## src/rtl/frogger_lane_engine_pkg.sv

```systemverilog
// Shared constants, lane tables and helpers for the frogger lane engine.
package frogger_lane_engine_pkg;

    localparam int unsigned c_GAME_WIDTH  = 14;
    localparam int unsigned c_NUM_LANES   = 10;
    localparam logic [5:0]  c_WATER_ROW0  = 6'd1;
    localparam logic [5:0]  c_ROAD_ROW0   = 6'd7;
    localparam logic [5:0]  c_LANES_PER_SIDE = 6'd5;
    localparam logic [5:0]  c_HIT_FREEZE  = 6'd60;
    localparam logic [5:0]  c_LAST_COL    = 6'(c_GAME_WIDTH - 1);

    localparam logic [c_GAME_WIDTH-1:0] LANE_SEED [c_NUM_LANES] = '{
        14'b00111100011110, 14'b01110011100111, 14'b11111000111110,
        14'b00111111001111, 14'b11100111001110, 14'b00100000100100,
        14'b01000100000010, 14'b00011000001100, 14'b10000001000001,
        14'b00100100000100
    };

    localparam logic [5:0] LANE_PERIOD [c_NUM_LANES] = '{
        6'd20, 6'd12, 6'd30, 6'd8, 6'd2, 6'd15, 6'd10, 6'd6, 6'd25, 6'd4
    };

    typedef enum logic [1:0] {
        ST_IDLE,
        ST_RUN,
        ST_FREEZE
    } state_t;

    typedef struct packed {
        logic       valid;
        logic       road;
        logic [3:0] lane;
    } lane_sel_t;

    // Water rows 1-5 map to lanes 0-4, road rows 7-11 to lanes 5-9.
    function automatic lane_sel_t row_to_lane(input logic [5:0] row);
        lane_sel_t sel;
        sel = '0;
        if (row >= c_WATER_ROW0 && row < c_WATER_ROW0 + c_LANES_PER_SIDE) begin
            sel.valid = 1'b1;
            sel.lane  = 4'(row - c_WATER_ROW0);
        end else if (row >= c_ROAD_ROW0 && row < c_ROAD_ROW0 + c_LANES_PER_SIDE) begin
            sel.valid = 1'b1;
            sel.road  = 1'b1;
            sel.lane  = 4'(row - c_ROAD_ROW0 + c_LANES_PER_SIDE);
        end
        return sel;
    endfunction

    function automatic logic [5:0] eff_period_m1(input logic [5:0] period, input logic [1:0] level);
        logic [5:0] shifted;
        shifted = period >> level;
        return (shifted == '0) ? '0 : shifted - 6'd1;
    endfunction

endpackage

```

## src/rtl/frogger_lane_engine_lane.sv

```systemverilog
// One scrolling lane: pattern register plus frame counter that rotates the
// pattern one tile every (period_m1 + 1) enabled ticks.
module frogger_lane
    import frogger_lane_engine_pkg::*;
#(
    parameter logic [c_GAME_WIDTH-1:0] SEED = '0
) (
    input  logic                    i_clk,
    input  logic                    i_rst,
    input  logic                    i_tick,
    input  logic                    i_enable,
    input  logic                    i_reload,
    input  logic                    i_dir_right,
    input  logic [5:0]              i_period_m1,
    output logic [c_GAME_WIDTH-1:0] o_pattern,
    output logic                    o_rotated
);

    logic [c_GAME_WIDTH-1:0] pattern_q, pattern_d;
    logic [5:0]              count_q, count_d;
    logic                    rotated_q, rotated_d;

    always_comb begin
        pattern_d = pattern_q;
        count_d   = count_q;
        rotated_d = 1'b0;
        if (i_reload) begin
            pattern_d = SEED;
            count_d   = '0;
        end else if (i_tick && i_enable) begin
            if (count_q == i_period_m1) begin
                count_d   = '0;
                rotated_d = 1'b1;
                pattern_d = i_dir_right
                    ? {pattern_q[c_GAME_WIDTH-2:0], pattern_q[c_GAME_WIDTH-1]}
                    : {pattern_q[0], pattern_q[c_GAME_WIDTH-1:1]};
            end else begin
                count_d = count_q + 6'd1;
            end
        end
    end

    always_ff @(posedge i_clk or posedge i_rst) begin
        if (i_rst) begin
            pattern_q <= SEED;
            count_q   <= '0;
            rotated_q <= 1'b0;
        end else begin
            pattern_q <= pattern_d;
            count_q   <= count_d;
            rotated_q <= rotated_d;
        end
    end

    assign o_pattern = pattern_q;
    assign o_rotated = rotated_q;

endmodule

```

## src/rtl/frogger_lane_engine.sv

```systemverilog
// Lane scroller for the frogger playfield: frame tick detection, run/freeze
// FSM, renderer occupancy lookup and once-per-frame frog collision check.
module frogger_lane_engine
    import frogger_lane_engine_pkg::*;
(
    input  logic       i_Clk,
    input  logic       i_Rst,
    input  logic       i_VSync,
    input  logic       i_Game_Active,
    input  logic [1:0] i_Level,
    input  logic [4:0] i_Col_Count_Div,
    input  logic [4:0] i_Row_Count_Div,
    input  logic [5:0] i_Frogger_X,
    input  logic [5:0] i_Frogger_Y,
    output logic       o_Obstacle,
    output logic       o_Frog_Hit,
    output logic       o_Carry_Left,
    output logic       o_Carry_Right
);

    logic                    vsync_q, vsync_prev_q, tick;
    state_t                  state_q, state_d;
    logic [5:0]              frz_q, frz_d;
    logic                    check_q, check_d;
    logic                    obstacle_q, obstacle_d;
    logic                    hit_q, hit_d;
    logic                    carry_l_q, carry_l_d;
    logic                    carry_r_q, carry_r_d;
    logic [c_GAME_WIDTH-1:0] pattern [c_NUM_LANES];
    logic [c_NUM_LANES-1:0]  rotated;
    logic                    lanes_reload, lanes_enable;
    lane_sel_t               look_sel, frog_sel;
    logic                    frog_bit;

    assign tick         = vsync_prev_q & ~vsync_q;
    assign lanes_reload = (state_q == ST_IDLE);
    assign lanes_enable = (state_q == ST_RUN);

    for (genvar g = 0; g < c_NUM_LANES; g++) begin : g_lane
        frogger_lane #(.SEED(LANE_SEED[g])) u_lane (
            .i_clk       (i_Clk),
            .i_rst       (i_Rst),
            .i_tick      (tick),
            .i_enable    (lanes_enable),
            .i_reload    (lanes_reload),
            .i_dir_right ((g % 2) == 1),
            .i_period_m1 (eff_period_m1(LANE_PERIOD[g], i_Level)),
            .o_pattern   (pattern[g]),
            .o_rotated   (rotated[g])
        );
    end

    // Lookup samples the registered patterns, so a same-cycle tick is not yet visible.
    always_comb begin
        obstacle_d = 1'b0;
        look_sel   = row_to_lane({1'b0, i_Row_Count_Div});
        if (look_sel.valid && {1'b0, i_Col_Count_Div} <= c_LAST_COL) begin
            obstacle_d = pattern[look_sel.lane][i_Col_Count_Div[3:0]];
        end
    end

    always_comb begin
        hit_d     = 1'b0;
        carry_l_d = 1'b0;
        carry_r_d = 1'b0;
        frog_bit  = 1'b0;
        frog_sel  = row_to_lane(i_Frogger_Y);
        if (check_q && state_q == ST_RUN && i_Game_Active && frog_sel.valid
            && i_Frogger_X <= c_LAST_COL) begin
            frog_bit = pattern[frog_sel.lane][i_Frogger_X[3:0]];
            if (frog_sel.road) begin
                hit_d = frog_bit;
            end else if (!frog_bit) begin
                hit_d = 1'b1;
            end else if (rotated[frog_sel.lane]) begin
                // Odd lanes drift right, even lanes left; riding off the edge is fatal.
                if (frog_sel.lane[0]) begin
                    if (i_Frogger_X == c_LAST_COL) hit_d = 1'b1;
                    else                           carry_r_d = 1'b1;
                end else begin
                    if (i_Frogger_X == '0) hit_d = 1'b1;
                    else                   carry_l_d = 1'b1;
                end
            end
        end
    end

    always_comb begin
        state_d = state_q;
        frz_d   = frz_q;
        check_d = tick && (state_q == ST_RUN);
        case (state_q)
            ST_IDLE:   if (i_Game_Active) state_d = ST_RUN;
            ST_RUN: begin
                if (hit_d) begin
                    state_d = ST_FREEZE;
                    frz_d   = '0;
                end
            end
            ST_FREEZE: begin
                if (tick) begin
                    if (frz_q == c_HIT_FREEZE - 6'd1) begin
                        state_d = ST_RUN;
                        frz_d   = '0;
                    end else begin
                        frz_d = frz_q + 6'd1;
                    end
                end
            end
            default:   state_d = ST_IDLE;
        endcase
        if (!i_Game_Active) state_d = ST_IDLE;
    end

    always_ff @(posedge i_Clk or posedge i_Rst) begin
        if (i_Rst) begin
            vsync_q      <= 1'b0;
            vsync_prev_q <= 1'b0;
            state_q      <= ST_IDLE;
            frz_q        <= '0;
            check_q      <= 1'b0;
            obstacle_q   <= 1'b0;
            hit_q        <= 1'b0;
            carry_l_q    <= 1'b0;
            carry_r_q    <= 1'b0;
        end else begin
            vsync_q      <= i_VSync;
            vsync_prev_q <= vsync_q;
            state_q      <= state_d;
            frz_q        <= frz_d;
            check_q      <= check_d;
            obstacle_q   <= obstacle_d;
            hit_q        <= hit_d;
            carry_l_q    <= carry_l_d;
            carry_r_q    <= carry_r_d;
        end
    end

    assign o_Obstacle    = obstacle_q;
    assign o_Frog_Hit    = hit_q;
    assign o_Carry_Left  = carry_l_q;
    assign o_Carry_Right = carry_r_q;

endmodule
```

## config.mk

```make
export PLATFORM = sky130hd
export DESIGN_NAME = frogger_lane_engine
export DESIGN_NICKNAME = d
export VERILOG_FILES = /design/src/rtl/frogger_lane_engine_pkg.sv /design/src/rtl/frogger_lane_engine_lane.sv /design/src/rtl/frogger_lane_engine.sv
export SDC_FILE = /design/constraint.sdc
export NUM_CORES = 1
export LEC_CHECK = 0
export BUFFER_PORTS_ARGS = -buffer_cell sky130_fd_sc_hd__buf_4
export CAP_MARGIN = 15
export CORE_MARGIN = 4
export CORE_UTILIZATION = 60
export CTS_BUF_LIST = sky130_fd_sc_hd__clkbuf_8
export DETAILED_ROUTE_END_ITERATION = 10
export PLACE_DENSITY = 0.88
export SETUP_SLACK_MARGIN = 0.05
export SKIP_CTS_REPAIR_TIMING = 1
export SLEW_MARGIN = 0
export SYNTH_ARGS = -nofsm -noshare
export SYNTH_HDL_FRONTEND = slang
export SYNTH_SLANG_ARGS = --single-unit
```

## constraint.sdc

```tcl
create_clock -name i_Clk -period 17.5 [get_ports i_Clk]
set_input_delay 3.5 -clock i_Clk [delete_from_list [all_inputs] [get_ports i_Clk]]
set_output_delay 3.5 -clock i_Clk [all_outputs]
set_load 0.01 [all_outputs]
```

==> results of run 1 <==
==> cells in the mapped netlist, types with 14 or more instances <==
cell type / number / area (sq um)
nand2b_1: 17 / 106
clkbuf_1: 76 / 285
and3_1: 22 / 138
dfstp_2: 62 / 1630
mux2_2: 18 / 203
nand2_1: 277 / 1040
inv_1: 36 / 135
nor3_1: 33 / 165
o21ai_0: 178 / 891
xnor2_1: 18 / 158
o211ai_1: 18 / 135
dfrtp_1: 163 / 4080
a2111oi_0: 14 / 123
nor2_1: 114 / 428
a31oi_1: 19 / 119
mux2i_1: 83 / 831
nand3_1: 64 / 320
o31ai_1: 17 / 128
ha_1: 30 / 375
xor2_1: 20 / 175
mux4_2: 28 / 631
a21oi_1: 46 / 230
==> worst max-delay path by stage <==
stage,endpoint,cells past startpoint
4_1_cts,frz_q[1]$_DFFE_PP0P_,13
3_5_place_dp,frz_q[1]$_DFFE_PP0P_,13
6_report,frz_q[1]$_DFFE_PP0P_,12
5_1_grt,frz_q[1]$_DFFE_PP0P_,12
2_1_floorplan,check_q$_DFF_PP0_,1
3_3_place_gp,frz_q[1]$_DFFE_PP0P_,13
==> cells by family (layout without fill, tap and decap cells) <==
| kind of cell | Yosys count | after routing | synth area share [%] |
|---|---|---|---|
| AOI/OAI and AO/OA | 393 | 393 | 18.0 |
| muxes | 135 | 135 | 12.4 |
| buffers and inverters | 139 | 157 | 4.07 |
| DFF | 225 | 225 | 40.7 |
| adders and majority gates | 30 | 30 | 2.67 |
| xor gates and xnor gates | 38 | 38 | 2.37 |
| and+or+nand+nor | 605 | 605 | 19.8 |
==> state kept, by name, indices dropped and copies added, names as in the netlist <==
| signal | count |
|---|---|
| g_lane.u_lane.o_pattern | 140 |
| g_lane.u_lane.count_q | 60 |
| g_lane.u_lane.o_rotated | 10 |
| frz_q | 6 |
| state_q | 2 |
| check_q | 1 |
| o_Carry_Left | 1 |
| o_Carry_Right | 1 |
| o_Frog_Hit | 1 |
| o_Obstacle | 1 |
| vsync_prev_q | 1 |
| vsync_q | 1 |
==> power by group through the flow <==
stage,clock network [W],logic [W],registers (W)
3_3_place_gp,0,0.000150,0.000555
4_1_cts,0.000488,0.000155,0.000548
3_5_place_dp,0,0.000154,0.000556
5_1_grt,0.000515,0.000172,0.000549
6_report,0.000483,0.000158,0.000548
2_1_floorplan,0,0.000111,0.000551
==> metal layers <==
metal	vias up	GRT usage (%)	wire, um
met3	184	6.11	3850
met5	-	0	0
met2	735	48.7	18700
met4	0	17.1	2380
li1	5640	-	-
met1	6115	42.4	16400
==> per-stage QoR <==
step,hold slack (ns),instances,area (sq um)
after CTS,0.417,1894,15200
after floorplan,0.366,1565,14000
after global placement,0.385,1824,14400
after global routing,0.426,1896,15200
final,0.415,1896,15200
after detailed placement,0.403,1824,14400
==> layout make-up <==
class	instances	share of cell area (%)
tap	313	2.57
inverter	38	0.985
timing repair buffer	49	2.66
sequential	225	37.5
clock inverter	23	0.854
multi-input combinational	1201	51.2
clock buffer	47	4.25
==> worst max-delay path, delay by kind of cell <==
family	cells	cell delay [ns]
multiplexers	1	0.29
AO/OA/AOI/OAI	4	1.31
buffers and inverters	1	0.12
AND/OR/NAND/NOR	6	3.22
==> impl_results.md, run 1 <==
- Status: completed
- Clock power share: 40.6%
- Via density: 6.68
- Worst setup SP type: primary input
- Area of the multi-input gates: 0.00780 sq mm
- H-tree depth: 2
- Syn avg cell area: 8.97 sq um
- Combinational share of power: 13.3%
- Crit path from: i_Frogger_Y[5]
- Final-report hold violation count: 0
- Via count: 12.7k
- Post-synth EDFFs: 0
- Share of layout cells above drive strength 1: 15.9%
- RSZ-0062 raised after global routing: no
- Initial antenna violation count: 0
- Final antenna-violating net count: 0
- Leading cell type in the layout, fill and taps excluded: nand2_1
- Hold Path Class: reg -> reg
- Width of the die: 161 um
- PortBufs: 31
- Critical Setup Path Class: in -> reg
- Cell area after synthesis: 0.0140 sq mm
- VDD IR max: 0.0615 mV
- Worst setup margin: 9.46 ns
- Hold_sp: vsync_q$_DFF_PP0_
- Seq/Total Area, Yosys: 40.7%
- Yosys warns: 0
- Rel. slew slack: 20.9%
- Initial DRC count: 1,524
- Final core occ: 66.7%
- Hpwl dp: 28,100 um
- Filler Cells Inserted: 1,756
- Prevailing post-synth register cell: dfrtp_1
- R2R Path End: frz_q[1]$_DFFE_PP0P_
- Setup slack, reg-to-reg: 14.17 ns
- Fin. max-slew vios: 0
- Post-Syn Nets: 1,623
- Crit path time final: 8.04 ns
- Yosys reg bits: 225
- Number of global-route vias before repair: 12.3k
- Largest net degree at the start of global routing: 94
- Maxcap violations: 0
- Ports: 32
- Arr. time, crit path: 8.46 ns
- Max frequency: 124 MHz
- CP max-delay cell: nand2_1
- Setup tns final: 0 ns
- CTS Buffer Depth: 3
- Pwr dens: 78.1 mW/mm^2
- Num CTS Buffers: 39
- Pint: 0.000848 W
- Clk root buf: clkbuf_8
- Reg2Reg Launch Point: g_lane[6].u_lane.o_pattern[2]$_DFFE_PP0P_
- Worst slew pin tran: 1.19 ns
- CP Capture Type: register
- DR DRC count: 0
- Hold Crit Endpoint: vsync_prev_q$_DFF_PP0_
- # nets final: 1,612
- Crit-path max FO: 28
- TritonCTS Sinks: 225
- Critical Path RT: 17.92 ns
- Final setup vio count: 0
- Mapped Cells: 1,565
- Final WL: 41,400 um
- Fin crit share: 45.9%
- Final total power: 0.00119 W
- Commonest non-fill, non-tap cells in the layout: 277 x nand2_1, 178 x o21ai_0, 163 x dfrtp_1
- Core Rows: 55
- Lkg Pwr: 6.27 nW
- Die area: 0.0259 sq mm
- Max stage delay on crit path: 1.04 ns
- Net Sw Frac: 28.7%
- Pre-CTS setup slack: 9.08 ns
- Overflow after GRT: 0
- Cells on worst reg2reg path: 9
- Total area of sequential cells: 0.00571 sq mm
- Core area: 0.0228 sq mm
- Area added between synthesis and finish: 8.53%
- TritonCTS clock tree: yes
- Clock latency on the worst-skew pair: 0.56 ns
- GP Congestion: 0.979
- Drt first pass iters: 6
- Worst-path clk slew: 0.06 ns
- GRT Util Overall: 31.6%
- Worst hold path stage count: 0
- Worst Skew: 0.0305 ns
- Initial Util: 61.4%
- Sequential share of power: 46.1%
- Unique masters post-synth: 86
- Die height: 161 um
- Asr flop ratio synth: 100%
- Per-cell routed wire length: 21.8 um
- Psw: 0.000341 W
- Ant diodes: 0
- Global-route wire length before repair: 66,200 um
- CP Cell Sequence: buf_4 > nor2_1 > nand4_1 > nand2_1 > o21ai_0 > a2111oi_0 > o22ai_1 > nor4_1 > nor3_1 > o311ai_4 > or2_4 > mux2_4
(Power assumes the default switching activity.)
==> run 2: changes to the inputs <==
CORE_UTILIZATION = 59   (was 60)
PLACE_DENSITY = 0.9   (was 0.88)
clock period = 7 ns   (was 17.5 ns; I/O delays follow)
==> impl_results.md, run 2 (synthesized netlist as in run 1, its figures left out) <==
- Global-route wire length before repair: 66,300 um (+0.21%)
- Final WL: 41,300 um (-0.16%)
- Pre-CTS setup slack: 0.991 ns (-8.09 ns)
- Num CTS Buffers: 39 (unchanged)
- Hpwl dp: 28,100 um (-0.17%)
- Die area: 0.0263 sq mm (+1.6%)
- Critical Setup Path Class: in -> reg
- Width of the die: 162 um (+0.80%)
- Largest net degree at the start of global routing: 179 (+90%)
- PortBufs: 31 (unchanged)
- Maxcap violations: 0 (unchanged)
- H-tree depth: 2 (unchanged)
- Worst setup SP type: primary input
- Ports: 32 (unchanged)
- Pwr dens: 201 mW/mm^2 (+160%)
- # nets final: 1,616 (+0.25%)
- Status: completed
- Die height: 162 um (+0.80%)
- Overflow after GRT: 0 (unchanged)
- CTS Buffer Depth: 3 (unchanged)
- Via count: 12.6k (-0.77%)
- Largest register FFs: 140 (unchanged)
- Area added between synthesis and finish: 9.34%
- Worst hold path stage count: 0 (unchanged)
- Initial Util: 59.8% (-1.6 points)
- Initial antenna violation count: 0 (unchanged)
- CP Capture Type: register
- Via density: 6.59 (-1.4%)
- Per-cell routed wire length: 21.6 um (-0.79%)
- Worst-path clk slew: 0.06 ns (about the same)
- Crit path time final: 5.53 ns
- DR DRC count: 0 (unchanged)
- Filler Cells Inserted: 1,821 (+3.7%)
- Final antenna-violating net count: 0 (unchanged)
- CP max-delay cell: mux2i_1
- Clock latency on the worst-skew pair: 0.58 ns (+0.02 ns)
- Core Rows: 56 (+1.8%)
- Stages on the worst setup path: 15 (+3)
- Clk root buf: clkbuf_8
- Commonest non-fill, non-tap cells in the layout: 277 x nand2_1, 178 x o21ai_0, 163 x dfrtp_1
- Worst path bufs/invs: 3 (+2)
- Initial DRC count: 1,730 (+14%)
- Critical Path RT: 7.42 ns (-10.50 ns)
- Critical path's top delay family: compound AO/OA/AOI/OAI gates
- Core area: 0.0235 sq mm (+2.7%)
- Max frequency: 181 MHz
- Number of global-route vias before repair: 12.0k (-2.3%)
- Share of layout cells above drive strength 1: 16.4% (+0.57 points)
- Cells on worst reg2reg path: 10 (+1)
- Lkg Pwr: 6.31 nW (+0.67%)
- Arr. time, crit path: 5.96 ns (-2.50 ns)
- Setup tns final: 0 ns (unchanged)
- Drt first pass iters: 7 (+1)
- Fin. max-slew vios: 0 (unchanged)
- Leading cell type in the layout, fill and taps excluded: nand2_1
- Worst slew pin tran: 1.18 ns (-0.00455 ns)
- TritonCTS Sinks: 225 (unchanged)
- RSZ-0062 raised after global routing: no
- Final-report hold violation count: 0 (unchanged)
- Max stage delay on crit path: 0.89 ns (-0.15 ns)
- Worst Skew: 0.0406 ns (+0.0101 ns)
- GP Congestion: 1.02 (+3.7%)
- Hold Path Class: reg -> reg
- VDD IR max: 0.148 mV (+140%)
- Crit-path max FO: 13 (-54%)
- CP Cell Sequence: buf_4 > inv_2 > ha_1 > nor3b_4 > a2111oi_4 > mux2i_1 > buf_4 > nor3_1 > a221oi_1 > nand3_1 > a211oi_1 > nor3_1 > o311ai_4 > or2_4 > mux2_4
- Final setup vio count: 0 (unchanged)
- Worst setup margin: 1.47 ns (-7.99 ns)
- Fin crit share: 79.0%
- GRT Util Overall: 31.4% (-0.20 points)
- Rel. slew slack: 21.2% (+0.30 points)
- Setup slack, reg-to-reg: 3.69 ns (-10.48 ns)
- Ant diodes: 0 (unchanged)
- TritonCTS clock tree: yes
run 2: final timing paths:
check | startpoint | endpoint
hold reg to reg | vsync_q$_DFF_PP0_ | vsync_prev_q$_DFF_PP0_
max in group asynchronous | i_Rst | g_lane[5].u_lane.o_pattern[6]$_DFFE_PP0P_
hold / removal | vsync_q$_DFF_PP0_ | vsync_prev_q$_DFF_PP0_
setup / recovery | i_Frogger_Y[0] | frz_q[1]$_DFFE_PP0P_
setup reg to reg | g_lane[9].u_lane.o_pattern[10]$_DFFE_PP0P_ | frz_q[1]$_DFFE_PP0P_
min in group asynchronous | i_Rst | g_lane[1].u_lane.o_pattern[4]$_DFFE_PP0P_
run 2: cell type report:
cell class / count / area, sq um / share of cell area (%)
multi-input cells: 1201 / 7800 / 50.8
flip-flops and latches: 225 / 5710 / 37.2
clock buffers: 53 / 729 / 4.75
repair buffers: 53 / 418 / 2.72
well taps: 319 / 399 / 2.60
clock inverters: 19 / 148 / 0.962
inverters: 38 / 146 / 0.954
run 2: worst reg2reg max path, stage by stage (launching register included):
cell,delay (ns)
dfrtp_1,0.47
or2_2,0.32
a2111oi_0,0.38
nor3_1,0.10
mux2i_1,0.18
a2111oi_0,0.09
a211oi_1,0.51
nor3_1,0.17
o311ai_4,0.41
or2_4,0.23
mux2_4,0.29
run 2: metal layers:
layer	GRT usage [%]	wire length (um)	up-vias
met1	43.9	16800	6106
li1	-	-	5640
met4	14.4	2070	0
met5	0	0	-
met3	5.48	3720	147
met2	48.0	18700	683
run 2: per-stage QoR:
| step | util [%] | instance area [sq um] | instances | total power, W | hold WS (ns) |
|---|---|---|---|---|---|
| floorplan | - | 14000 | 1565 | 0.00166 | 0.366 |
| global placement | 61.6 | 14500 | 1835 | 0.00176 | 0.387 |
| detailed placement | 61.6 | 14500 | 1835 | 0.00177 | 0.385 |
| CTS | 65.3 | 15300 | 1907 | 0.00310 | 0.399 |
| global route | 65.4 | 15300 | 1908 | 0.00321 | 0.426 |
| finish | 65.4 | 15300 | 1908 | 0.00309 | 0.397 |
run 2: power by group:
part	total, W	internal [W]	leakage [nW]	switching [W]
sequential	0.00137	0.00133	2.90	0.0000356
clock	0.00132	0.000756	0.490	0.000569
combinational	0.000394	0.000139	2.92	0.000254
total	0.00309	0.00223	6.31	0.000859
==> run 3: changes to the inputs <==
ABC_AREA = 1   (was unset)
clock period = 4.6 ns   (was 7 ns; I/O delays follow)
==> impl_results.md, run 3 <==
- Synth top area share: 30.7% (+1.7 points)
- # nets final: 1,777 (+10%)
- Clk root buf: clkbuf_8
- TritonCTS Sinks: 225 (unchanged)
- Prevailing post-synth register cell: dfrtp_1
- Post-Syn Nets: 1,761 (+8.5%)
- Worst-path clk slew: 0.06 ns (about the same)
- CTS Buffer Depth: 3 (unchanged)
- Leading cell type in the layout, fill and taps excluded: nand2_1
- Critical Path RT: 5.08 ns (-2.34 ns)
- Filler Cells Inserted: 1,763 (-3.2%)
- Ports: 32 (unchanged)
- Hpwl dp: 27,000 um (-3.9%)
- Overflow after GRT: 0 (unchanged)
- Drt first pass iters: 6 (-1)
- Largest register FFs: 140 (unchanged)
- Total area of sequential cells: 0.00571 sq mm (unchanged)
- Initial antenna violation count: 0 (unchanged)
- Mapped Cells: 1,703 (+8.8%)
- Die height: 158 um (-2.6%)
- Per-cell routed wire length: 18.8 um (-13%)
- GP Congestion: 1.00 (-1.3%)
- Largest family of logic cells by synthesized area: simple AND/OR/NAND/NOR gates
- Arr. time, crit path: 4.14 ns (-1.82 ns)
- Worst slew pin tran: 1.02 ns (-0.162 ns)
- Commonest cells in the netlist: 325 x nand2_1, 244 x inv_1, 173 x nand3_1
- Max frequency: 273 MHz
- Area added between synthesis and finish: 9.12%
- Synth Area in Compound Gates: 20.1% (+2.1 points)
- CP Capture Type: register
- Via count: 12.5k (-0.70%)
- GRT Util Overall: 30.5% (-0.84 points)
- Simple-Gate Fraction of Synth Area: 21.1% (+1.3 points)
- Worst Skew: 0.0377 ns (-0.00296 ns)
- Crit-path max FO: 16 (+3)
- Synth Area in XOR/XNOR: 2.84% (+0.47 points)
- Die area: 0.0250 sq mm (-5.2%)
- Initial Util: 60.4% (+0.62 points)
- Ant diodes: 0 (unchanged)
- Num CTS Buffers: 39 (unchanged)
- Yosys reg bits: 225 (unchanged)
- Width of the die: 158 um (-2.6%)
- Asr flop ratio synth: 100% (unchanged)
- RSZ-0062 raised after global routing: no
- Hold Path Class: reg -> reg
- Fin area: 0.0145 sq mm (-5.7%)
- Rel. slew slack: 31.9% (+11 points)
- Commonest non-fill, non-tap cells in the layout: 325 x nand2_1, 262 x inv_1, 173 x nand3_1
- Fin crit share: 79.6%
- Number of global-route vias before repair: 11.6k (-3.2%)
- Maxcap violations: 0 (unchanged)
- Crit path time final: 3.66 ns
- Worst setup SP type: primary input
- Dpl cell area: 0.0137 sq mm (-5.1%)
- Core area: 0.0220 sq mm (-6.4%)
- Status: completed
- Lkg Pwr: 7.04 nW (+12%)
- Post-Synth Adder-Cell Area: 2.83% (+0.16 points)
- Most frequent cell after synthesis: nand2_1
- Seq/Total Area, Yosys: 43.0% (+2.4 points)
- Yosys warns: 0 (unchanged)
- Clock latency on the worst-skew pair: 0.56 ns (-0.02 ns)
- Pwr dens: 389 mW/mm^2 (+93%)
- Post-synth EDFFs: 0 (unchanged)
- VDD IR max: 0.286 mV (+94%)
- Final WL: 38,200 um (-7.5%)
- H-tree depth: 2 (unchanged)
- Share of layout cells above drive strength 1: 11.4% (-5.0 points)
- Top cells by area, synth: dfrtp_1 31%, dfstp_2 12%, nand2_1 9.2%
- Post-synthesis mux area share: 0.170% (-12 points)
- Critical Setup Path Class: in -> reg
- Final-report hold violation count: 0 (unchanged)
- Global-route wire length before repair: 61,100 um (-7.8%)
- Via density: 6.15 (-6.6%)
- Syn avg cell area: 7.79 sq um (-13%)
- DR DRC count: 0 (unchanged)
- Area of the multi-input gates: 0.00626 sq mm (-20%)
- TritonCTS clock tree: yes
- Initial DRC count: 1,676 (-3.1%)
- PortBufs: 31 (unchanged)
- Final setup vio count: 0 (unchanged)
- Fin. max-slew vios: 0 (unchanged)
- Final antenna-violating net count: 0 (unchanged)
- Largest area contributor in the netlist: dfrtp_1
- Unique masters post-synth: 50 (-42%)
- Setup tns final: 0 ns (unchanged)
- Core Rows: 54 (-3.6%)
- Largest net degree at the start of global routing: 95 (-47%)
- Cell area after synthesis: 0.0133 sq mm (-5.5%)
==> run 3: cell types whose count changed after synthesis, sizes merged, moves of 24 or more <==
cell,change
inv,+212
nand3,+111
o22ai,+91
mux2i,-83
o21ai,-73
nand2,+57
o211ai,+57
a22oi,+42
clkbuf,-28
mux4,-28
a21oi,+24
==> run 3: layer usage <==
metal	vias up	routed length (um)	GRT usage [%]	part of all wire, %
met3	121	3540	5.25	9.3
met5	-	0	0	0
met2	702	17100	47.4	45
li1	5809	-	-	-
met1	5856	16200	43.6	42
met4	0	1330	10.6	3.5
==> run 3: final cells by class <==
cell class,count,share of cell area (%)
inverter,252,6.56
clock buffer,47,4.47
sequential,225,39.4
tap,280,2.42
clock inverter,24,0.726
timing repair buffer,55,3.20
multi-input combinational,1146,43.2
==> run 3: final timing paths <==
| kind | start | endpoint | depth (start not counted) | slack, ns |
|---|---|---|---|---|
| min | vsync_q$_DFF_PP0_ | vsync_prev_q$_DFF_PP0_ | 0 | 0.49 |
| max in group asynchronous | i_Rst | g_lane[7].u_lane.o_pattern[2]$_DFFE_PP1P_ | 3 | 2.96 |
| max reg2reg | vsync_q$_DFF_PP0_ | g_lane[2].u_lane.o_pattern[3]$_DFFE_PP1P_ | 10 | 1.44 |
| max | i_Level[1] | g_lane[8].u_lane.o_pattern[6]$_DFFE_PP1P_ | 13 | 0.94 |
| min in group asynchronous | i_Rst | g_lane[1].u_lane.o_pattern[4]$_DFFE_PP0P_ | 2 | 0.59 |
| min reg2reg | vsync_q$_DFF_PP0_ | vsync_prev_q$_DFF_PP0_ | 0 | 0.49 |
==> run 3: critical path, cell delays in order <==
cell	delay, ns
buf_4	0.17
inv_1	0.17
ha_1	0.58
inv_1	0.31
nand2_1	0.12
o21ai_0	0.09
a21oi_1	0.13
nand4_1	0.16
nor2_1	0.53
inv_1	0.31
nand2_1	0.37
inv_1	0.11
a22oi_1	0.15
==> run 3: stage by stage <==
step / total power [W] / setup slack [ns] / hold WS (ns) / utilization (%) / instances
after global routing: 0.00591 / 0.617 / 0.476 / 65.9 / 2029
after CTS: 0.00560 / 1.03 / 0.474 / 65.9 / 2029
after floorplan: 0.00337 / 0.793 / 0.354 / - / 1703
after detailed placement: 0.00384 / 0.449 / 0.451 / 62.5 / 1958
after global placement: 0.00380 / 0.668 / 0.457 / 62.5 / 1958
final: 0.00563 / 0.939 / 0.487 / 65.9 / 2029
==> run 3: cells by family after synthesis <==
group                    Yosys count
multiplexers                       2
adder cells (fa/ha/maj)           30
AND/OR/NAND/NOR                  642
XOR/XNOR                          43
buffers and inverters            332
AO/OA/AOI/OAI                    429
flip-flops                       225
==> run 3: report_power, final <==
| group | total, W | leakage (nW) | switching [W] | internal (W) |
|---|---|---|---|---|
| logic | 0.00158 | 3.67 | 0.00117 | 0.000414 |
| registers | 0.00228 | 2.91 | 0.000123 | 0.00216 |
| clock network | 0.00177 | 0.457 | 0.000837 | 0.000928 |
| total | 0.00563 | 7.04 | 0.00213 | 0.00350 |
